### config.mk
export PLATFORM = sky130hd
export DESIGN_NAME = serial_alu
export DESIGN_NICKNAME = d
export VERILOG_FILES = /design/src/rtl/serial_alu.sv
export SDC_FILE = /design/constraint.sdc
export NUM_CORES = 1
export LEC_CHECK = 0
export ABC_AREA = 1
export ABC_CLOCK_PERIOD_IN_PS = 2940
export BUFFER_PORTS_ARGS = -buffer_cell sky130_fd_sc_hd__clkbuf_2
export CAP_MARGIN = 20
export CORE_MARGIN = 2
export CORE_UTILIZATION = 59
export CTS_CLUSTER_DIAMETER = 50
export DETAILED_ROUTE_END_ITERATION = 8
export PLACE_DENSITY_LB_ADDON = 0.08
export SYNTH_ARGS = -nofsm -noshare
export SYNTH_HDL_FRONTEND = slang
export SYNTH_SLANG_ARGS = --single-unit
### constraint.sdc
create_clock -name clk -period 2.94 [get_ports clk]
set_input_delay 0.588 -clock clk [delete_from_list [all_inputs] [get_ports clk]]
set_output_delay 0.588 -clock clk [all_outputs]
set_load 0.005 [all_outputs]
### src/rtl/serial_alu.sv
// serial_alu: bit-serial ALU that pushes one operand bit per clock, LSB first,
// through a single full-adder/logic slice with a registered carry. Results,
// carry-out, zero and error flags update only when an operation completes.
module serial_alu #(
   parameter int WIDTH = 8
) (
   input  logic             clk,
   input  logic             rst,
   input  logic             start,
   input  logic [7:0]       M,
   input  logic [WIDTH-1:0] a,
   input  logic [WIDTH-1:0] b,
   input  logic             c,
   output logic             busy,
   output logic             done,
   output logic [WIDTH-1:0] out,
   output logic             next,
   output logic             zero,
   output logic             err
);

   localparam int CW = $clog2(WIDTH);

   localparam logic [7:0] MODE_ADD  = 8'h01;
   localparam logic [7:0] MODE_AND  = 8'h02;
   localparam logic [7:0] MODE_OR   = 8'h04;
   localparam logic [7:0] MODE_XOR  = 8'h08;
   localparam logic [7:0] MODE_XNOR = 8'h10;
   localparam logic [7:0] MODE_SUB  = 8'h20;

   typedef enum logic [1:0] {IDLE, RUN, DONE} state_t;

   state_t           state;
   logic [WIDTH-1:0] a_q;
   logic [WIDTH-1:0] b_q;
   logic [WIDTH-2:0] res_q;
   logic [7:0]       mode_q;
   logic             carry;
   logic [CW-1:0]    cnt;

   logic             is_add;
   logic             is_sub;
   logic             legal;
   logic             b_bit;
   logic             res_bit;
   logic             carry_out;
   logic [WIDTH-1:0] res_full;

   // Mode decode plus the one-bit slice; subtraction is A + ~B + ~borrow
   always_comb begin
      is_add    = (mode_q == MODE_ADD);
      is_sub    = (mode_q == MODE_SUB);
      legal     = is_add || is_sub || (mode_q == MODE_AND) || (mode_q == MODE_OR) ||
                  (mode_q == MODE_XOR) || (mode_q == MODE_XNOR);
      b_bit     = is_sub ? ~b_q[0] : b_q[0];
      carry_out = (a_q[0] & b_bit) | (a_q[0] & carry) | (b_bit & carry);
      res_bit   = 1'b0;
      if (is_add || is_sub) begin
         res_bit = a_q[0] ^ b_bit ^ carry;
      end else if (mode_q == MODE_AND) begin
         res_bit = a_q[0] & b_q[0];
      end else if (mode_q == MODE_OR) begin
         res_bit = a_q[0] | b_q[0];
      end else if (mode_q == MODE_XOR) begin
         res_bit = a_q[0] ^ b_q[0];
      end else if (mode_q == MODE_XNOR) begin
         res_bit = ~(a_q[0] ^ b_q[0]);
      end
      res_full = {res_bit, res_q};
   end

   // Control FSM, operand shifters and registered result/flag outputs
   always_ff @(posedge clk) begin
      if (rst) begin
         state  <= IDLE;
         a_q    <= '0;
         b_q    <= '0;
         res_q  <= '0;
         mode_q <= '0;
         carry  <= 1'b0;
         cnt    <= '0;
         busy   <= 1'b0;
         done   <= 1'b0;
         out    <= '0;
         next   <= 1'b0;
         zero   <= 1'b0;
         err    <= 1'b0;
      end else begin
         case (state)
            IDLE, DONE: begin
               done <= 1'b0;
               if (start) begin
                  a_q    <= a;
                  b_q    <= b;
                  mode_q <= M;
                  cnt    <= '0;
                  carry  <= (M == MODE_SUB) ? ~c : c;
                  busy   <= 1'b1;
                  state  <= RUN;
               end else begin
                  state  <= IDLE;
               end
            end
            RUN: begin
               a_q   <= a_q >> 1;
               b_q   <= b_q >> 1;
               res_q <= res_full[WIDTH-1:1];
               cnt   <= cnt + CW'(1);
               if (is_add || is_sub) begin
                  carry <= carry_out;
               end
               if (cnt == CW'(WIDTH - 1)) begin
                  state <= DONE;
                  busy  <= 1'b0;
                  done  <= 1'b1;
                  if (legal) begin
                     out  <= res_full;
                     next <= (is_add || is_sub) ? carry_out : 1'b0;
                     zero <= (res_full == '0);
                     err  <= 1'b0;
                  end else begin
                     out  <= '0;
                     next <= 1'b0;
                     zero <= 1'b1;
                     err  <= 1'b1;
                  end
               end
            end
            default: begin
               state <= IDLE;
               busy  <= 1'b0;
               done  <= 1'b0;
            end
         endcase
      end
   end

endmodule

==> flow_metrics.env <==
export IMPL_critPathRequiredTime_ps=3170
export IMPL_antenna_found_initial=0
export IMPL_first_pass_iters=4
export IMPL_clock_sinks=50
export IMPL_synth_avg_cell_area_um2=7.821
export IMPL_setup_violations=0
export IMPL_clockBufferDepth=2
export IMPL_slew_viol_final=0
export IMPL_gr_total_overflow=0
export IMPL_pwr_share_clk=0.279
export IMPL_powerDensity_nw_per_um2=536.3
export IMPL_setup_tns_ps=0
export IMPL_synthToLayoutAreaGrowth_pct=12.54
export IMPL_maxCapViolCount=0
export IMPL_syn_inst=287
export IMPL_drive_gt1_frac=0.2305
export IMPL_post_cts_resized=0
export IMPL_hold_viol_final=0
export IMPL_critPathBufInv=1
export IMPL_drt_initial_drc_count=121
export IMPL_fin_crit_sh=0.6320
export IMPL_hold_path_class="reg -> reg"
export IMPL_min_from="state[0]$_SDFFE_PP0P_"
export IMPL_yosysTopAreaCellShare=0.4459
export IMPL_root_buffer="clkbuf_8"
export IMPL_maxSlewHeadroom=0.4217
export IMPL_critPathSlowestCell="fa_1"
export IMPL_cp_top_family="simple AND/OR/NAND/NOR gates"
export IMPL_routed_top_layer="met4"
export IMPL_drcViolationCount=0
export IMPL_rsz0062_at_grt="no"
export IMPL_die_x_um=65.68
export IMPL_synth_fp_nets=320
export IMPL_fin_crit_ps=1858
export IMPL_cpPeakStageDelay_ps=430
export IMPL_ys_flop_type="dfxtp_1"
export IMPL_crit_fanout=4
export IMPL_final_cell_mix="dfxtp_1, nor2_1, clkbuf_2"
export IMPL_synth_top_area_cell="dfxtp_1"
export IMPL_rows=22
export IMPL_switching_share=0.2853
export IMPL_p_switching_mw=0.3866
export IMPL_drt_total_wl_um=4511
export IMPL_cts_tree="built"
export IMPL_wl_met1_um=2146
export IMPL_vias_per_cell=5.371
export IMPL_start_util=0.6131
export IMPL_cts_buffers=5
export IMPL_ys_seq_elements=50
export IMPL_synthesis_area_um2=2245
export IMPL_crit_type="reg -> reg"
export IMPL_r2r_start="mode_q[3]$_SDFFE_PP0P_"
export IMPL_clkTransAtPathRegs_ps=90
export IMPL_coreArea_um2=3661
export IMPL_die_area_um2=4314
export IMPL_cp_cell_sequence="nor2_2, nand2_2, nor2_4, xor2_1, fa_1, inv_1, nand2_2, nand3_2, nand2_2, a21oi_2"
export IMPL_critPathArrivalTime_ps=2090
export IMPL_p_total_mw=1.355
export IMPL_htreeDepth=2
export IMPL_cpMostUsedCell="nand2_2"
export IMPL_grt_pass1_vias=1863
export IMPL_place_congestion=0.8413
export IMPL_wl_met3_um=181
export IMPL_finClkSkew_ps=6.640
export IMPL_cp_end_kind="flop"
export IMPL_pin_count=41
export IMPL_wire_per_inst_um=12.22
export IMPL_fill_cells=339
export IMPL_final_nets=354
export IMPL_clk_latency_ps=300
export IMPL_vias=1982
export IMPL_die_h_um=65.68
export IMPL_antenna_cells=0
export IMPL_hold_buffers=0
export IMPL_post_cts_buffers=0
export IMPL_intPower_mw=0.9681
export IMPL_route_met2_wl_um=2151
export IMPL_ys_seq_area_frac=0.4459
export IMPL_seqPwrFrac=0.555
export IMPL_clock_fmax_mhz=538.2
export IMPL_synth_distinct_cells=31
export IMPL_grt_pass1_wl_um=7886
export IMPL_grt_total_usage=0.2370
export IMPL_async_flop_share=0
export IMPL_detail_route_antenna_nets=0
export IMPL_yosysWarnings=0
export IMPL_mostFrequentLayoutCell="dfxtp_1"
export IMPL_ir_worst_vdd_mv=0.3191
export IMPL_utilization=0.6900
export IMPL_cp_start_kind="flop"
export IMPL_crit_start="mode_q[3]$_SDFFE_PP0P_"
export IMPL_leakage_nw=1.109
export IMPL_synth_edff_count=0
export IMPL_status="finished clean"
export IMPL_port_buffers=40
export IMPL_hpwl_um=3214
export IMPL_tightest_slew_ps=866.5
export IMPL_synth_area_top_cells="dfxtp_1, nor2_1, a21oi_1"
export IMPL_combPwrFrac=0.166
export IMPL_grt_max_degree=35
## registers in the layout, summed over array words and instances (netlist names), 2 cells and up
register  cells
state         2
res_q         7
a_q           8
out           8
b_q           8
mode_q        8
cnt           3
## layout make-up
class / count / area, um2 / share of cell area
clock buffers: 5 / 68.82 / 0.02724
clock inverters: 2 / 13.76 / 0.005448
inverters: 25 / 93.84 / 0.03715
multi-input cells: 197 / 1074 / 0.4250
flip-flops and latches: 50 / 1001 / 0.3962
well taps: 48 / 60.06 / 0.02377
repair buffers: 42 / 215.2 / 0.08519
## cell usage after synthesis, types with 2 or more instances
library cell	number
a211oi_1	3
nand2_2	7
inv_2	3
nand3_1	13
a21oi_2	2
inv_1	22
dfxtp_1	50
nor2_1	42
buf_2	4
nor3_1	16
o221ai_1	12
nand2_1	31
buf_4	2
clkbuf_1	8
o21ai_0	20
nor2_2	8
ha_1	4
nor2_4	2
a21oi_1	25
a32o_1	2
## power groups by stage
stage / clock (mW) / sequential (mW) / combinational, mW
5_1_grt: 0.421 / 0.757 / 0.260
6_report: 0.378 / 0.752 / 0.225
4_1_cts: 0.392 / 0.752 / 0.225
3_3_place_gp: 0 / 0.767 / 0.215
2_1_floorplan: 0 / 0.760 / 0.171
3_5_place_dp: 0 / 0.767 / 0.224
## final timing paths
check | end | slack [ps] | cells past startpoint
max reg2reg | out[7]$_SDFFE_PP0P_ | 1080 | 10
min reg2reg | busy$_SDFFE_PP0P_ | 460 | 1
min | busy$_SDFFE_PP0P_ | 460 | 1
max | out[7]$_SDFFE_PP0P_ | 1080 | 10
## worst register-to-register path, delay by kind of cell, from the launching register on
kind | cells | cell delay [ps]
AO/OA/AOI/OAI | 1 | 100
XOR/XNOR | 1 | 190
flip-flops | 1 | 350
AND/OR/NAND/NOR | 6 | 640
adder cells (fa/ha/maj) | 1 | 430
buffers and inverters | 1 | 80
## cell families (layout without fill, tap and decap cells)
family / Yosys count / after routing / synth area share
AOI/OAI and AO/OA: 66 / 66 / 0.1806
xor gates and xnor gates: 1 / 1 / 0.003903
adders and majority gates: 5 / 5 / 0.03122
buffers and inverters: 40 / 74 / 0.07581
DFF: 50 / 50 / 0.4459
and+or+nand+nor: 125 / 125 / 0.2625
## through the flow
step | hold WS (ps) | worst slack (ps) | instance area [um2] | cells
floorplan | 432.7 | 1253 | 2245 | 287
global placement | 442.8 | 964.9 | 2444 | 362
detailed placement | 448.7 | 904.8 | 2444 | 362
CTS | 461.7 | 1091 | 2526 | 369
global route | 496.6 | 961.5 | 2526 | 369
finish | 457.8 | 1082 | 2526 | 369
## layer usage
metal	vias to the layer above	GRT usage
met1	905	0.2960
li1	1035	-
met2	40	0.4040
met3	2	0.05651
met4	0	0.07031
met5	-	0
No activity file was read; power rests on OpenSTA's default activity.
